### src/rtl/serial_alu_pkg.sv
// Shared definitions for serial_alu: op codes, op field width and FSM states.
package serial_alu_pkg;

    localparam int OP_W = 3;

    localparam logic [OP_W-1:0] OP_INV = 3'b000;
    localparam logic [OP_W-1:0] OP_OR  = 3'b001;
    localparam logic [OP_W-1:0] OP_AND = 3'b010;
    localparam logic [OP_W-1:0] OP_XOR = 3'b011;
    localparam logic [OP_W-1:0] OP_ADD = 3'b100;
    localparam logic [OP_W-1:0] OP_SUB = 3'b101;

    typedef enum logic [1:0] {
        IDLE = 2'b00,
        RUN  = 2'b01,
        DONE = 2'b10
    } state_t;

endpackage

### src/rtl/serial_alu_digit.sv
// One DIGIT_W-wide slice of the serial ALU. Purely combinational.
// SUB support is compiled only when SERIAL_ALU_SUB_EN is defined.
module serial_alu_digit
    import serial_alu_pkg::*;
#(
    parameter int DIGIT_W = 4
) (
    input  logic [DIGIT_W-1:0] a_d,
    input  logic [DIGIT_W-1:0] b_d,
    input  logic [OP_W-1:0]    op,
    input  logic               cin,
    output logic [DIGIT_W-1:0] y_d,
    output logic               cout
);

    logic [DIGIT_W:0] sum;

    // Select the digit result; reserved ops yield zero with no carry.
    always_comb begin
        sum  = '0;
        y_d  = '0;
        cout = 1'b0;
        case (op)
            OP_INV: y_d = ~a_d;
            OP_OR:  y_d = a_d | b_d;
            OP_AND: y_d = a_d & b_d;
            OP_XOR: y_d = a_d ^ b_d;
            OP_ADD: begin
                sum  = {1'b0, a_d} + {1'b0, b_d} + {{DIGIT_W{1'b0}}, cin};
                y_d  = sum[DIGIT_W-1:0];
                cout = sum[DIGIT_W];
            end
`ifdef SERIAL_ALU_SUB_EN
            OP_SUB: begin
                // a - b as a + ~b; the +1 arrives through the carry seeded at start.
                sum  = {1'b0, a_d} + {1'b0, ~b_d} + {{DIGIT_W{1'b0}}, cin};
                y_d  = sum[DIGIT_W-1:0];
                cout = sum[DIGIT_W];
            end
`endif
            default: begin
                y_d  = '0;
                cout = 1'b0;
            end
        endcase
    end

endmodule

### src/rtl/serial_alu.sv
// serial_alu: multi-cycle bitwise/add unit processing DIGIT_W bits per clock,
// LSB digit first, carry held between cycles.
// Optional macro SERIAL_ALU_SUB_EN enables op 101 = SUB (a - b).
//
// Handshake: start is sampled only when busy is low (IDLE or DONE). An accepted
// start latches a/b/op; busy is high for the N digit cycles that follow; done
// pulses for exactly one cycle with y/co valid. start while busy is dropped.
module serial_alu
    import serial_alu_pkg::*;
#(
    parameter int WIDTH   = 8,
    parameter int DIGIT_W = 4
) (
    input  logic             clk,
    input  logic             reset_n,
    input  logic             start,
    input  logic [OP_W-1:0]  op,
    input  logic [WIDTH-1:0] a,
    input  logic [WIDTH-1:0] b,
    output logic             busy,
    output logic             done,
    output logic [WIDTH-1:0] y,
    output logic             co,
    output state_t           state_dbg
);

    localparam int N     = WIDTH / DIGIT_W;
    localparam int CNT_W = (N > 1) ? $clog2(N) : 1;

    state_t             state;
    state_t             state_nxt;
    logic [CNT_W-1:0]   cnt;
    logic               carry;
    logic [WIDTH-1:0]   a_q;
    logic [WIDTH-1:0]   b_q;
    logic [OP_W-1:0]    op_q;
    logic [DIGIT_W-1:0] y_d;
    logic               cout;
    logic               accept;
    logic               last;

    assign accept    = start && (state != RUN);
    assign last      = (cnt == CNT_W'(N - 1));
    assign busy      = (state == RUN);
    assign done      = (state == DONE);
    assign state_dbg = state;

    serial_alu_digit #(
        .DIGIT_W (DIGIT_W)
    ) u_digit (
        .a_d  (a_q[int'(cnt)*DIGIT_W +: DIGIT_W]),
        .b_d  (b_q[int'(cnt)*DIGIT_W +: DIGIT_W]),
        .op   (op_q),
        .cin  (carry),
        .y_d  (y_d),
        .cout (cout)
    );

    // State register.
    always_ff @(posedge clk or negedge reset_n) begin
        if (!reset_n) state <= IDLE;
        else          state <= state_nxt;
    end

    // Next state: DONE accepts a new start just like IDLE.
    always_comb begin
        state_nxt = state;
        case (state)
            IDLE:    if (start) state_nxt = RUN;
            RUN:     if (last)  state_nxt = DONE;
            DONE:    state_nxt = start ? RUN : IDLE;
            default: state_nxt = IDLE;
        endcase
    end

    // Operand latch, digit counter, carry chain and result registers.
    always_ff @(posedge clk or negedge reset_n) begin
        if (!reset_n) begin
            a_q   <= '0;
            b_q   <= '0;
            op_q  <= '0;
            cnt   <= '0;
            carry <= 1'b0;
            y     <= '0;
            co    <= 1'b0;
        end else if (accept) begin
            a_q  <= a;
            b_q  <= b;
            op_q <= op;
            cnt  <= '0;
            co   <= 1'b0;
`ifdef SERIAL_ALU_SUB_EN
            carry <= (op == OP_SUB);
`else
            carry <= 1'b0;
`endif
        end else if (state == RUN) begin
            y[int'(cnt)*DIGIT_W +: DIGIT_W] <= y_d;
            carry <= cout;
            if (last) begin
                // Non-arithmetic ops always produce cout=0, so co stays 0 for them.
                co  <= cout;
                cnt <= '0;
            end else begin
                cnt <= cnt + 1'b1;
            end
        end
    end

endmodule

### config.mk
export PLATFORM = sky130hd
export DESIGN_NAME = serial_alu
export DESIGN_NICKNAME = d
export VERILOG_FILES = /design/src/rtl/serial_alu_pkg.sv /design/src/rtl/serial_alu_digit.sv /design/src/rtl/serial_alu.sv
export SDC_FILE = /design/constraint.sdc
export NUM_CORES = 1
export LEC_CHECK = 0
export CAP_MARGIN = 20
export CORE_ASPECT_RATIO = 0.6
export CORE_UTILIZATION = 45
export DETAILED_ROUTE_END_ITERATION = 8
export PLACE_DENSITY = 0.69
export SLEW_MARGIN = 20
export SYNTH_ARGS = -nofsm -noshare
export SYNTH_HDL_FRONTEND = slang
export SYNTH_SLANG_ARGS = --single-unit
### constraint.sdc
create_clock -name clk -period 7.5 [get_ports clk]
set_input_delay 1.5 -clock clk [delete_from_list [all_inputs] [get_ports clk]]
set_output_delay 1.5 -clock clk [all_outputs]
set_load 0.02 [all_outputs]
# After elaboration in Yosys (flattened, before gate mapping)
# Cells that the tools add are included.
word_totals:
  register_bits: 32
  in_bits: 22
  elab_cells: 53
  out_inout_bits: 13
op_classes:
  n_mux: 15
  shifts: 4
  bitwise_logic: 5
  eq_ne: 9
  n_addsub: 4
  reduce_logical: 8
ops:
  columns: ["op", "count"]
  rows:
  - ["3-bit negator with 33-bit output", 1]
  - ["4-bit by 33-bit variable shift with 8-bit output, first input constant", 1]
  - ["4-bit by 33-bit indexed part select with 8-bit output", 1]
  - ["4-bit one-hot mux with 5 select lines", 1]
  - ["8-bit by 4-bit indexed part select with 4-bit output", 2]
  - ["1-bit two-way mux", 10]
  - ["8-bit bitwise mux", 1]
  - ["3-bit by 2-bit equality test with 1-bit output, second input constant", 2]
  - ["2-bit one-hot mux with 3 select lines", 1]
  - ["2-bit AND reduction", 3]
  - ["4-bit by 4-bit adder with 5-bit output", 1]
  - ["5-bit by 1-bit adder with 5-bit output", 1]
  - ["4-bit bitwise AND", 1]
  - ["2-bit two-way mux", 2]
  - ["2-bit by 1-bit inequality test with 1-bit output, second input constant", 2]
  - ["4-bit NOT", 1]
  - ["4-bit OR", 1]
  - ["2-bit nonzero test", 2]
  - ["4-bit XOR", 1]
  - ["3-bit by 1-bit equality test with 1-bit output, second input constant", 1]
  - ["3-bit equality test, second input constant", 1]
  - ["3-bit zero test", 1]
  - ["2-bit by 1-bit equality test with 1-bit output, second input constant", 1]
  - ["2-bit equality test, second input constant", 1]
  - ["other kinds (5)", 5]

# Logic depth before layout (Yosys ltp)
logic_depth:
  depth_word: 7
  mapped_depth: 10
  mapped_depth_nobuf: 9

# By module
# From an unflattened synthesis, not the netlist that was laid out.
hier_totals:
  hier_cells: 140
  hier_area_um2: 1824.2
modules_own_cells:
  columns: ["module", "cells_each", "area_each_um2", "seq_area_each_um2", "instances"]
  rows:
  - ["serial_alu", 86, 1388.8, 800.8, 1]
  - ["serial_alu_digit", 54, 435.4, 0.0, 1]

# Least setup slack after synthesis
# Ideal clock, no wire load.
synth_path:
  path_kind: "flip-flop to flip-flop"
  from: "reg cnt"
  to: "reg y[2]"
  t_arrival_ns: 2.534
  setup_ns: 0.142
  n_path_buf: 1
  setup_slack_ns: 4.824
  required_time_ns: 7.358
  stages_incl_launch_ff: 11
  cell_sequence: "dfrtp_1 buf_6 mux2i_1 inv_1 fa_1 fa_1 and2b_2 a222oi_1 o32ai_1 a21oi_2 a21oi_1"
synth_between:
  elab_chain_cells: 6
  elab_cells_between_ends: 13
  cone_classes: "3 x add/sub; 4 x shift; 2 x mux; 4 x bitwise"
synth_rtl:
  columns: ["element", "line", "source"]
  rows:
  - ["start: declaration", "serial_alu.sv:32", "logic [CNT_W-1:0] cnt;"]
  - ["start signal: assignment", "serial_alu.sv:105", "cnt <= cnt + 1'b1;"]
  - ["8-bit by 4-bit indexed part select with 4-bit output, on equally long branches", "serial_alu.sv:51, serial_alu.sv:52", null]
  - ["4-bit by 4-bit adder with 5-bit output", "serial_alu_digit.sv:29", "sum = {1'b0, a_d} + {1'b0, b_d} + {{DIGIT_W{1'b0}}, cin};"]
  - ["5-bit by 1-bit adder with 5-bit output", "serial_alu_digit.sv:29", null]
  - ["4-bit one-hot mux with 5 select lines", "serial_alu_digit.sv:23", "case (op)"]
  - ["4-bit by 33-bit indexed part select with 8-bit output", "serial_alu.sv:98", "y[int'(cnt)*DIGIT_W +: DIGIT_W] <= y_d;"]
  - ["8-bit bitwise mux *", "serial_alu.sv:98", null]
  - ["end signal: indexed assignment", "serial_alu.sv:98", null]
  - ["end: declaration", "serial_alu.sv:22", "output logic [WIDTH-1:0] y,"]
# Mark *: on every way between the ends. The rest lies on a longest branch, timed or not.
# A chain may end at the register's enable or synchronous reset.

# Final worst setup path
layout_path:
  from: "reg state[0] (netlist: state_dbg[0])"
  to: "out busy"
layout_between:
  elab_chain_cells: 1
layout_rtl:
  columns: ["element", "line", "source"]
  rows:
  - ["start: declaration", "serial_alu.sv:30", "state_t state;"]
  - ["start signal: assignment", "serial_alu.sv:62", "else state <= state_nxt;"]
  - ["2-bit by 1-bit equality test with 1-bit output", "serial_alu.sv:44", "assign busy = (state == RUN);"]
  - ["end: declaration", "serial_alu.sv:20", "output logic busy,"]
# No other way between the ends.

==> qor.csv <==
stage,metric,value,unit
synth,synth_top_family_by_area,multiplexers,
synth,synth-edff-count,0,
sta,period_needed,3200,ps
detailed_routing,first_pass_iters,4,
synth,yosys.area_share.simple,8.43,%
clock_network,insertion_delay,290,ps
place,gp_congestion,0.918,
detailed_routing,drt_iter0_markers,63,
setup_path,crit_arrival,1700,ps
sta,relSlewSlack,46.5,%
synth,synthAdderAreaFrac,8.21,%
floorplanning,die_x,81.5,um
floorplanning,dieArea,4050,um2
place,dp_hpwl,2.56,mm
detailed_routing,viasPerCell,5.19,
power_and_ir_drop,peakVddDrop,0.250,mV
clock_network,clockBufferDepth,2,
sta,setup_tns,0,ps
setup_path,rr_startpoint,cnt$_DFFE_PN0P_,
global_route,grt_pass1_vias,1162,
detailed_routing,routed_wl,3.36,mm
detailed_routing,drc_errors,0,
synth,synthCells,151,
final_layout,nNetsFinal,218,
final_layout,drive_above_1_share,19.3,%
power_and_ir_drop,power_density,497,nW/um2
clock_network,cts.clk_slew.worst_paths,70,ps
final_layout,fin_cells,232,
clock_network,cts_resized,0,
status,outcome,completed,
clock_network,cts_setup_buffers,0,
clock_network,ctsRootBufferMaster,clkbuf_8,
clock_network,htree_levels,2,
synth,synthMuxAreaShare,20.1,%
setup_path,crit_path_start_kind,flip-flop,
synth,synthXorXnorAreaFrac,0,%
global_route,overflow,0,
power_and_ir_drop,leakage,0.995,nW
sta,hold_viol,0,
sta,final_max_slew_viol_count,0,
detailed_routing,drt-wirelength-per-cell,14.5,um
sta,max_clock_freq,312,MHz
final_layout,area_growth_syn_to_layout,28.4,%
floorplanning,coreArea,3440,um2
synth,synth_nets,183,
synth,synth-seq-cells,32,
synth,synthDistinctLibCells,33,
sta,layout_setup_ws,4300,ps
detailed_routing,final_antenna_net_count,0,
setup_path,crit_fanout,4,
synth,yosysSeqAreaShare,46.9,%
floorplanning,rows,16,
setup_path,startpoint,state_dbg[0]$_DFFE_PN0P_,
setup_path,path_class,reg2out,
detailed_routing,vias,1205,
flow_run,drv_cap,0,
global_route,grt_pass1_wl,5.63,mm
synth,netlist_area,1710,um2
power_and_ir_drop,report.power.total,1.09,mW
sta,worst_hold_slack,491,ps
sta,clock_skew,6.98,ps
setup_path,cp-end-kind,primary output,
floorplanning,pin_count,35,
global_route,antenna_found_initial,0,
sta,rsz0062_at_grt,no,
floorplanning,dieHeight,49.7,um
sta,setup_viol,0,
synth,synth-main-ff-cell,dfrtp_1,
setup_path,crit_required,6000,ps
global_route,grt_max_degree,33,
hold_path,min-delay-path-class,reg2reg,
place,placedCellCount,224,
place,post-place-ws,4360,ps
final_layout,fillers,259,
clock_network,cts_tree,yes,
clock_network,cts_sinks,32,
clock_network,numCtsBuffers,5,
clock_network,postCtsHoldBufs,0,
synth,synth_compound_area_share,10.6,%
final_layout,diodes,0,
synth,synthArstFlopShare,100,%
hold_path,worstHoldStart,y[5]$_DFFE_PN0P_,
sta,worst_pin_slew,800,ps
place,io_buffers,34,
sta,fin_crit_sh,42.7,%
global_route,track_usage,19.6,%
synth,yosys_warnings,0,
synth,avgSynthCellArea,11.3,um2
floorplanning,start_util,49.6,%
[cells in the final DEF, fill, tap and decap left out, drive strengths merged, types with 3 or more instances in the layout]
master	count
a21o	3
a21oi	8
clkbuf	7
clkdlybuf4s50	34
dfrtp	32
ha	8
inv	14
mux2	23
mux2i	8
nand2	9
nand3	3
nor2	10
nor2b	3
o21ai	6
[synth_stat cells (2+ instances only)]
| cell type | number | area (um2) |
|---|---|---|
| o32ai_1 | 2 | 17.5 |
| nand2_1 | 9 | 33.8 |
| mux2_2 | 22 | 248 |
| nor2_1 | 10 | 37.5 |
| nor2b_1 | 2 | 12.5 |
| a21o_1 | 3 | 22.5 |
| o21ai_1 | 2 | 10.0 |
| ha_1 | 8 | 100 |
| a21oi_1 | 7 | 35.0 |
| buf_2 | 4 | 20.0 |
| dfrtp_1 | 32 | 801 |
| o21ai_0 | 4 | 20.0 |
| nand3_1 | 3 | 15.0 |
| mux2i_1 | 8 | 80.1 |
| fa_1 | 2 | 40.0 |
| buf_6 | 2 | 22.5 |
| a22oi_1 | 2 | 15.0 |
| inv_1 | 14 | 52.6 |
[worst paths after layout]
path                                       end  slack, ps  cells past startpoint
max                                       busy       4300                      3
min                           y[5]$_DFFE_PN0P_        490                      2
max reg2reg                   y[2]$_DFFE_PN0P_       4390                      9
min reg2reg                   y[5]$_DFFE_PN0P_        490                      2
max in group asynchronous   b_q[1]$_DFFE_PN0P_       5580                      2
min in group asynchronous  op_q[0]$_DFFE_PN0P_       1610                      2
[routing by layer]
layer	wire length, um	track usage (%)	share of wire, %
met4	34	8.63	1.0
met3	196	6.48	5.8
met1	1610	26.5	48
met5	0	0	0
met2	1520	28.3	45
[flip-flops by register name, summed over array words and instances (netlist names)]
signal     count
cnt            1
a_q            8
carry          1
op_q           3
y              8
b_q            8
state_dbg      2
co             1
[layout make-up]
type / instances / area (um2) / share of cell area [%]
clock buffer: 7 / 96.3 / 4.40
clock inverter: 1 / 30.0 / 1.37
inverter: 14 / 52.6 / 2.40
multi-input combinational: 98 / 807 / 36.8
sequential: 32 / 801 / 36.6
tap: 45 / 56.3 / 2.57
timing repair buffer: 35 / 348 / 15.9
[cells by family (layout without fill, tap and decap cells)]
logic type	Yosys count	after routing
AOI/OAI and AO/OA	27	27
adders and majority gates	10	10
buffers and inverters	21	57
DFF	32	32
muxes	31	31
and+or+nand+nor	30	30
[metrics by stage]
| step | utilization (%) | cell area (um2) |
|---|---|---|
| floorplan | - | 1710 |
| global placement | 60.0 | 2060 |
| detailed placement | 60.0 | 2060 |
| CTS | 63.6 | 2190 |
| global route | 63.6 | 2190 |
| finish | 63.6 | 2190 |
[critical path, cell delays in order, from the launching register on]
cell             delay [ps]
dfrtp_1                 400
or2b_1                  280
inv_1                   120
clkdlybuf4s50_1         630
[where the power goes]
part           internal, mW  leakage (nW)  total (mW)  switching, mW
logic                 0.287         0.545       0.568          0.281
clock network         0.117        0.0645       0.183         0.0663
registers             0.255         0.386       0.337         0.0819
(Power assumes the default switching activity.)
